`src/rtl/pair_adder_stage_if.sv`:
```
// Handshake bundle for pair_adder_stage: operand pair in, {sum, overflow} out.
// The slave modport is the adder stage; the master modport drives it.
interface pair_adder_stage_if #(
    parameter int WIDTH = 16
);
    logic [WIDTH-1:0] i_term_a;
    logic [WIDTH-1:0] i_term_b;
    logic             i_valid;
    logic             o_ready;
    logic [WIDTH-1:0] o_sum;
    logic             o_overflow;
    logic             o_valid;
    logic             i_ready;

    modport master (
        output i_term_a, i_term_b, i_valid, i_ready,
        input  o_ready, o_sum, o_overflow, o_valid
    );

    modport slave (
        input  i_term_a, i_term_b, i_valid, i_ready,
        output o_ready, o_sum, o_overflow, o_valid
    );
endinterface

```
`src/rtl/pair_adder_stage.sv`:
```
// Two-stage signed pair adder with credit-based flow control and an output FWFT FIFO.
// Define PAIR_ADDER_SATURATE_EN to clamp o_sum on overflow instead of wrapping.
module pair_adder_stage #(
    parameter int WIDTH = 16,
    parameter int DEPTH = 4
) (
    input logic            i_clock,
    input logic            i_reset,
    pair_adder_stage_if.slave bus
);
    localparam int PW = (DEPTH > 1) ? $clog2(DEPTH) : 1;
    localparam int CW = $clog2(DEPTH + 1);
    localparam int OW = $clog2(DEPTH + 3);

    typedef struct packed {
        logic [WIDTH-1:0] sum;
        logic             ovf;
    } entry_t;

    logic [WIDTH-1:0] a_q, a_d, b_q, b_d;
    logic             v0_q, v0_d;
    entry_t           s1_q, s1_d;
    logic             v1_q, v1_d;
    entry_t           mem_q [DEPTH];
    entry_t           mem_d [DEPTH];
    logic [PW-1:0]    wr_q, wr_d, rd_q, rd_d;
    logic [CW-1:0]    cnt_q, cnt_d;
    entry_t           last_q, last_d;

    logic [WIDTH:0]   full;
    logic             ovf;
    logic [WIDTH-1:0] res;
    logic [OW-1:0]    occ;
    logic             accept;
    logic             pop;

    function automatic logic [PW-1:0] wrap_inc(input logic [PW-1:0] p);
        return (p == PW'(DEPTH - 1)) ? '0 : p + 1'b1;
    endfunction

    // Every in-flight pair already owns a FIFO slot, so nothing ever stalls.
    assign occ         = OW'(cnt_q) + OW'(v0_q) + OW'(v1_q);
    assign bus.o_ready = (occ < OW'(DEPTH)) && !i_reset;
    assign accept      = bus.i_valid && bus.o_ready;
    assign bus.o_valid = (cnt_q != '0);
    assign pop         = bus.o_valid && bus.i_ready;

    // Head shows the FIFO front; the last popped entry is held while empty.
    assign bus.o_sum      = bus.o_valid ? mem_q[rd_q].sum : last_q.sum;
    assign bus.o_overflow = bus.o_valid ? mem_q[rd_q].ovf : last_q.ovf;

    // Sign-extended add of the S0 operands, overflow and optional clamp.
    always_comb begin
        full = {a_q[WIDTH-1], a_q} + {b_q[WIDTH-1], b_q};
        ovf  = full[WIDTH] ^ full[WIDTH-1];
`ifdef PAIR_ADDER_SATURATE_EN
        if (ovf)
            res = full[WIDTH] ? {1'b1, {(WIDTH-1){1'b0}}}
                              : {1'b0, {(WIDTH-1){1'b1}}};
        else
            res = full[WIDTH-1:0];
`else
        res = full[WIDTH-1:0];
`endif
    end

    // Next state of the S0 operand and S1 result registers.
    always_comb begin
        a_d  = a_q;
        b_d  = b_q;
        v0_d = accept;
        if (accept) begin
            a_d = bus.i_term_a;
            b_d = bus.i_term_b;
        end
        s1_d = s1_q;
        v1_d = v0_q;
        if (v0_q) begin
            s1_d.sum = res;
            s1_d.ovf = ovf;
        end
    end

    // FIFO write of the S1 result, pop of the head, and occupancy count.
    always_comb begin
        mem_d  = mem_q;
        wr_d   = wr_q;
        rd_d   = rd_q;
        last_d = last_q;
        cnt_d  = cnt_q;
        if (v1_q) begin
            mem_d[wr_q] = s1_q;
            wr_d        = wrap_inc(wr_q);
        end
        if (pop) begin
            last_d = mem_q[rd_q];
            rd_d   = wrap_inc(rd_q);
        end
        case ({v1_q, pop})
            2'b10:   cnt_d = cnt_q + 1'b1;
            2'b01:   cnt_d = cnt_q - 1'b1;
            default: cnt_d = cnt_q;
        endcase
    end

    // Control and datapath registers; reset drops everything in flight.
    always_ff @(posedge i_clock) begin
        if (i_reset) begin
            a_q    <= '0;
            b_q    <= '0;
            v0_q   <= 1'b0;
            s1_q   <= '0;
            v1_q   <= 1'b0;
            wr_q   <= '0;
            rd_q   <= '0;
            cnt_q  <= '0;
            last_q <= '0;
        end else begin
            a_q    <= a_d;
            b_q    <= b_d;
            v0_q   <= v0_d;
            s1_q   <= s1_d;
            v1_q   <= v1_d;
            wr_q   <= wr_d;
            rd_q   <= rd_d;
            cnt_q  <= cnt_d;
            last_q <= last_d;
        end
    end

    // FIFO storage needs no reset: it is only visible when count is nonzero.
    always_ff @(posedge i_clock) begin
        mem_q <= mem_d;
    end
endmodule

```
`src/flat_wrapper.sv`:
```
// flat-port wrapper written by rule: the top's interface ports become plain ports
module pair_adder_stage_flat 
#(
    parameter int WIDTH = 16,
    parameter int DEPTH = 4
)
  (i_clock, i_reset, bus_i_term_a, bus_i_term_b, bus_i_valid, bus_i_ready, bus_o_ready, bus_o_sum, bus_o_overflow, bus_o_valid);
  pair_adder_stage_if #(.WIDTH(WIDTH)) bus_i ();
  input logic i_clock;
  input logic i_reset;
  input wire logic [$bits(bus_i.i_term_a)-1:0] bus_i_term_a;
  input wire logic [$bits(bus_i.i_term_b)-1:0] bus_i_term_b;
  input wire logic [$bits(bus_i.i_valid)-1:0] bus_i_valid;
  input wire logic [$bits(bus_i.i_ready)-1:0] bus_i_ready;
  output wire logic [$bits(bus_i.o_ready)-1:0] bus_o_ready;
  output wire logic [$bits(bus_i.o_sum)-1:0] bus_o_sum;
  output wire logic [$bits(bus_i.o_overflow)-1:0] bus_o_overflow;
  output wire logic [$bits(bus_i.o_valid)-1:0] bus_o_valid;
  assign bus_i.i_term_a = bus_i_term_a;
  assign bus_i.i_term_b = bus_i_term_b;
  assign bus_i.i_valid = bus_i_valid;
  assign bus_i.i_ready = bus_i_ready;
  assign bus_o_ready = bus_i.o_ready;
  assign bus_o_sum = bus_i.o_sum;
  assign bus_o_overflow = bus_i.o_overflow;
  assign bus_o_valid = bus_i.o_valid;
  pair_adder_stage #(.WIDTH(WIDTH), .DEPTH(DEPTH)) u_core (.i_clock(i_clock), .i_reset(i_reset), .bus(bus_i));
endmodule
```
`config.mk`:
```
export PLATFORM = sky130hd
export DESIGN_NAME = pair_adder_stage_flat
export DESIGN_NICKNAME = d
export VERILOG_FILES = /design/src/rtl/pair_adder_stage_if.sv /design/src/rtl/pair_adder_stage.sv /design/src/flat_wrapper.sv
export SDC_FILE = /design/constraint.sdc
export NUM_CORES = 1
export LEC_CHECK = 0
export CAP_MARGIN = 30
export CELL_PAD_IN_SITES_DETAIL_PLACEMENT = 0
export CELL_PAD_IN_SITES_GLOBAL_PLACEMENT = 1
export CORE_MARGIN = 2
export CORE_UTILIZATION = 50
export DETAILED_ROUTE_END_ITERATION = 16
export GPL_TIMING_DRIVEN = 0
export PLACE_DENSITY_LB_ADDON = 0.1
export SYNTH_ARGS = -nofsm -noshare
export SYNTH_HDL_FRONTEND = slang
export SYNTH_SLANG_ARGS = --single-unit
```
`constraint.sdc`:
```
create_clock -name i_clock -period 6.28 [get_ports i_clock]
set_input_delay 1.256 -clock i_clock [delete_from_list [all_inputs] [get_ports i_clock]]
set_output_delay 1.256 -clock i_clock [all_outputs]
set_load 0.1 [all_outputs]
```
Word-level counts from Yosys, hierarchy flattened. Cells that the tools add are included.

$add $sub $neg: 7. $lt $le $gt $ge: 4. Eq/ne operators: 4. Multiplexer cells: 11. Bitwise operators: 3. Reductions and logical operators: 7.

Operators by type and width (count): 68-bit bitwise mux (1); 17-bit 2-to-1 mux (3); 17-bit binary-select mux with 2-bit select (1); 17-bit demux with 2-bit select (1); 16-bit by 16-bit adder with 17-bit output (1); 16-bit 2-to-1 mux (1); 3-bit by 1-bit adder with 3-bit output (2); 2-bit equality test, second input constant (3); 3-bit greater-or-equal comparator, second input constant (2); 2-bit inverter with 3-bit output (2); 3-bit one-hot mux with 2 select lines (1); 2-bit by 1-bit adder with 2-bit output, second input constant (2); 1-bit logical AND (4); 2-bit 2-to-1 mux (2); 3-bit by 1-bit adder with 3-bit output, second input constant (1); 3-bit by 1-bit less-than comparator with 1-bit output, second input constant (1); 3-bit less-than comparator, second input constant (1); 3-bit nonzero test (1); 3-bit by 1-bit subtractor with 3-bit output, second input constant (1); 2-bit by 1-bit equality test with 1-bit output, second input constant (1); 2-bit nonzero test (1); 1-bit zero test (1); 1-bit 2-to-1 mux (1); 1-bit XOR (1).

Bits in registers: 143. Input bits: 36. Output and inout port bits: 19. Word-level logic and storage cells: 55.

Longest topological paths before layout.
Depth in word-level cells: 6. Gate-level depth with buffers: 11.

Least setup slack after synthesis. OpenSTA, ideal clock, no wires.

Path type: input port to output port. Start point: input port i_reset. End point: output port bus_o_ready. Arrival time: 2.487 ns. Slack: 2.537 ns. Cell stages on the path: 1. Buffers on the path: 0. Cell sequence: nor3b_2.

Longest elaborated chain between the ends: 2.

RTL lines: from (decl) (line flat_wrapper.sv:10) `input logic i_reset;`; 1-bit zero test (line pair_adder_stage.sv:43) `assign bus.o_ready = (occ < OW'(DEPTH)) && !i_reset;`; 1-bit logical AND (line pair_adder_stage.sv:43); to (decl) (line flat_wrapper.sv:15) `output wire logic [$bits(bus_i.o_ready)-1:0] bus_o_ready;`.

No other way between the ends.

Worst setup path in the final report.
Start point: register u_core.rd_q[1]. End point: output port bus_o_sum[7].

Longest elaborated chain between the ends: 5.

RTL lines: from (decl) (line pair_adder_stage.sv:26) `logic [PW-1:0] wr_q, wr_d, rd_q, rd_d;`; from (signal assigned) (line pair_adder_stage.sv:125) `rd_q <= rd_d;`; 2-bit inverter with 3-bit output (not written as such) (line pair_adder_stage.sv:49) `assign bus.o_sum = bus.o_valid ? mem_q[rd_q].sum : last_q.sum;`; 17-bit binary-select mux with 2-bit select (line pair_adder_stage.sv:49); 17-bit 2-to-1 mux (not written as such) (2 in a row) (line pair_adder_stage.sv:49); 16-bit 2-to-1 mux (line pair_adder_stage.sv:49); to (decl) (line flat_wrapper.sv:16) `output wire logic [$bits(bus_i.o_sum)-1:0] bus_o_sum;`.

No other way between the ends. The select of a mux whose other input is x is not followed.

==> results.sh <==
export IMPL_layout_commonest_cell="dfxtp_1"
export IMPL_finalCritPeriodShare_pct=74.6
export IMPL_row_count=40
export IMPL_fin_tns_setup_ns=0
export IMPL_powerDensity_nw_per_um2=415
export IMPL_syn_to_final_growth_pct=21.4
export IMPL_wl_um=12100
export IMPL_yosysSeqAreaShare_pct=56.7
export IMPL_coreArea_um2=12100
export IMPL_fin_ws_ns=1.60
export IMPL_hpwl_um=8500
export IMPL_async_reset_ff_share_pct=0
export IMPL_synth_distinct_cells=57
export IMPL_cts_tree="done"
export IMPL_outcome="complete, no violations"
export IMPL_root_buffer="clkbuf_16"
export IMPL_via_per_inst=5.22
export IMPL_first_global_vias=4035
export IMPL_die_area_um2=13400
export IMPL_whs_ns=0.451
export IMPL_total_power_mw=3.14
export IMPL_wl_per_cell_um=15.8
export IMPL_grt_ovfl_total=0
export IMPL_grt_usage_pct=19.8
export IMPL_first_iter_violations=184
export IMPL_ant_nets=0
export IMPL_finalWorstPathRequiredPeriod_ns=4.68
export IMPL_ys_ff_latch=143
export IMPL_cts_resized=0
export IMPL_drive_gt1_share_pct=13.0
export IMPL_max_cap_viol_count=0
export IMPL_cts_reportedPaths_clkPinSlew_ns=0.06
export IMPL_cts_max_level=4
export IMPL_required_ns=5.02
export IMPL_grt_start_max_net_pins=18
export IMPL_fillCellCount=1004
export IMPL_die_h_um=116
export IMPL_hold_viol_final=0
export IMPL_rsz0062_at_grt="no"
export IMPL_critPathMaxFanout=10
export IMPL_drv_slew=0
export IMPL_relSlewSlack_pct=35.3
export IMPL_synth_flop_cell="dfxtp_1"
export IMPL_p_leak_nw=2.84
export IMPL_syn_inst=508
export IMPL_synth_edf_count=68
export IMPL_die_x_um=116
export IMPL_cts_inserted_buffers=17
export IMPL_final_cell_mix="dfxtp_1, edfxtp_1, clkdlybuf4s50_1"
export IMPL_cts_sink_count=143
export IMPL_register_area_um2=3540
export IMPL_fmax_mhz=214
export IMPL_clk_latency_ns=0.42
export IMPL_finalSetupViolCount=0
export IMPL_worstPathArrival_ns=3.43
export IMPL_io_pins=55
export IMPL_cts_setup_buffers=0
export IMPL_antenna_cells=0
export IMPL_yosys_warnings=0
export IMPL_nets=642
export IMPL_pre_cts_ws_ns=1.93
export IMPL_io_buffers=54
export IMPL_netlist_area_um2=6240
export IMPL_skew_ns=0.00783
export IMPL_route_detailed_drc=0
export IMPL_critPathKind="flip-flop to output port"
export IMPL_initial_core_util_pct=51.6
export IMPL_min_path_type="flip-flop to flip-flop"
export IMPL_drtPass1Iterations=4
export IMPL_cts_buffer_depth=2
export IMPL_multi_input_area_um2=2520
export IMPL_worst_pin_slew_ns=0.968
export IMPL_start_kind="flip-flop"
export IMPL_synth_fp_nets=569
export IMPL_globalplace_congestion=0.790
export IMPL_antenna_found_initial=0
export IMPL_synth_avg_cell_area_um2=12.3
export IMPL_crit_path_end_kind="output port"
export IMPL_hold_buffers=0
export IMPL_grt_pass1_wl_um=19900
export IMPL_vias=3980
export IMPL_ir_drop_uv=143
cells by family after synthesis:
group	count (synthesis)	synth area share, %
flip-flops	143	56.7
AND/OR/NAND/NOR	139	9.86
AO/OA/AOI/OAI	77	8.19
multiplexers	75	15.8
buffers and inverters	40	2.93
adder cells (fa/ha/maj)	25	5.25
XOR/XNOR	9	1.26
cells in the mapped netlist (5+ instances only):
| library cell | count | share of area [%] |
|---|---|---|
| edfxtp_1 | 68 | 33 |
| xnor2_1 | 5 | 0.70 |
| nand2_1 | 53 | 3.2 |
| o21ai_0 | 6 | 0.48 |
| a21oi_1 | 35 | 2.8 |
| and2_1 | 6 | 0.60 |
| mux4_2 | 17 | 6.1 |
| nor2_1 | 49 | 2.9 |
| clkbuf_1 | 10 | 0.60 |
| mux2_2 | 17 | 3.1 |
| buf_2 | 5 | 0.40 |
| buf_1 | 7 | 0.42 |
| ha_1 | 23 | 4.6 |
| mux2i_1 | 41 | 6.6 |
| dfxtp_1 | 75 | 24 |
| nand3_1 | 5 | 0.40 |
| inv_1 | 12 | 0.72 |
| nor3_1 | 9 | 0.72 |
| a21o_1 | 8 | 0.96 |
power breakdown:
part	switching, mW	total (mW)	internal, mW
registers	0.0340	1.06	1.03
logic	0.758	1.09	0.332
clock network	0.369	0.988	0.619
total	1.16	3.14	1.98
sequential cells by signal, indices dropped and copies added (netlist names):
signal	count
u_core.a_q	16
u_core.last_q	17
u_core.mem_q	68
u_core.s1_q	17
u_core.v0_q	1
u_core.b_q	16
u_core.v1_q	1
u_core.cnt_q	3
u_core.wr_q	2
u_core.rd_q	2
metal layers:
metal  share of wire, %  global-route usage [%]  vias up  wire length (um)
li1                   -                       -     2004                 -
met1                 47                    25.5     1881              5610
met2                 47                    32.2       78              5700
met3                4.0                    4.81       17               485
met4                2.1                    8.65        0               259
met5                  0                       0        -                 0
worst paths after layout:
check / from / endpoint / slack (ns) / cells past startpoint
max: u_core.rd_q[1] / bus_o_sum[7] / 1.60 / 5
min: u_core.last_q[15] / u_core.last_q[15] / 0.45 / 2
max reg2reg: u_core.cnt_q[0] / u_core.cnt_q[2] / 3.30 / 11
min reg2reg: u_core.last_q[15] / u_core.last_q[15] / 0.45 / 2
metrics by stage:
| stage | utilization [%] | instance area, um2 | cells |
|---|---|---|---|
| CTS | 62.6 | 7580 | 762 |
| floorplan | - | 6240 | 508 |
| finish | 62.6 | 7580 | 762 |
| detailed placement | 57.8 | 7000 | 730 |
| global placement | 57.8 | 7000 | 730 |
| global route | 62.6 | 7580 | 762 |
critical path: stages, from the launching register on:
cell             delay [ns]
dfxtp_1                0.33
clkbuf_1               0.47
clkbuf_1               0.52
mux4_2                 0.44
mux2_2                 0.28
clkdlybuf4s50_1        0.96
area by class of cell:
class | count | area share, %
multi-input cells | 325 | 33.2
inverters | 14 | 0.693
clock buffers | 20 | 5.76
repair buffers | 54 | 7.13
well taps | 168 | 2.77
flip-flops and latches | 143 | 46.8
plain buffers | 26 | 1.72
clock inverters | 12 | 1.93
No activity file was read; power rests on OpenSTA's default activity.
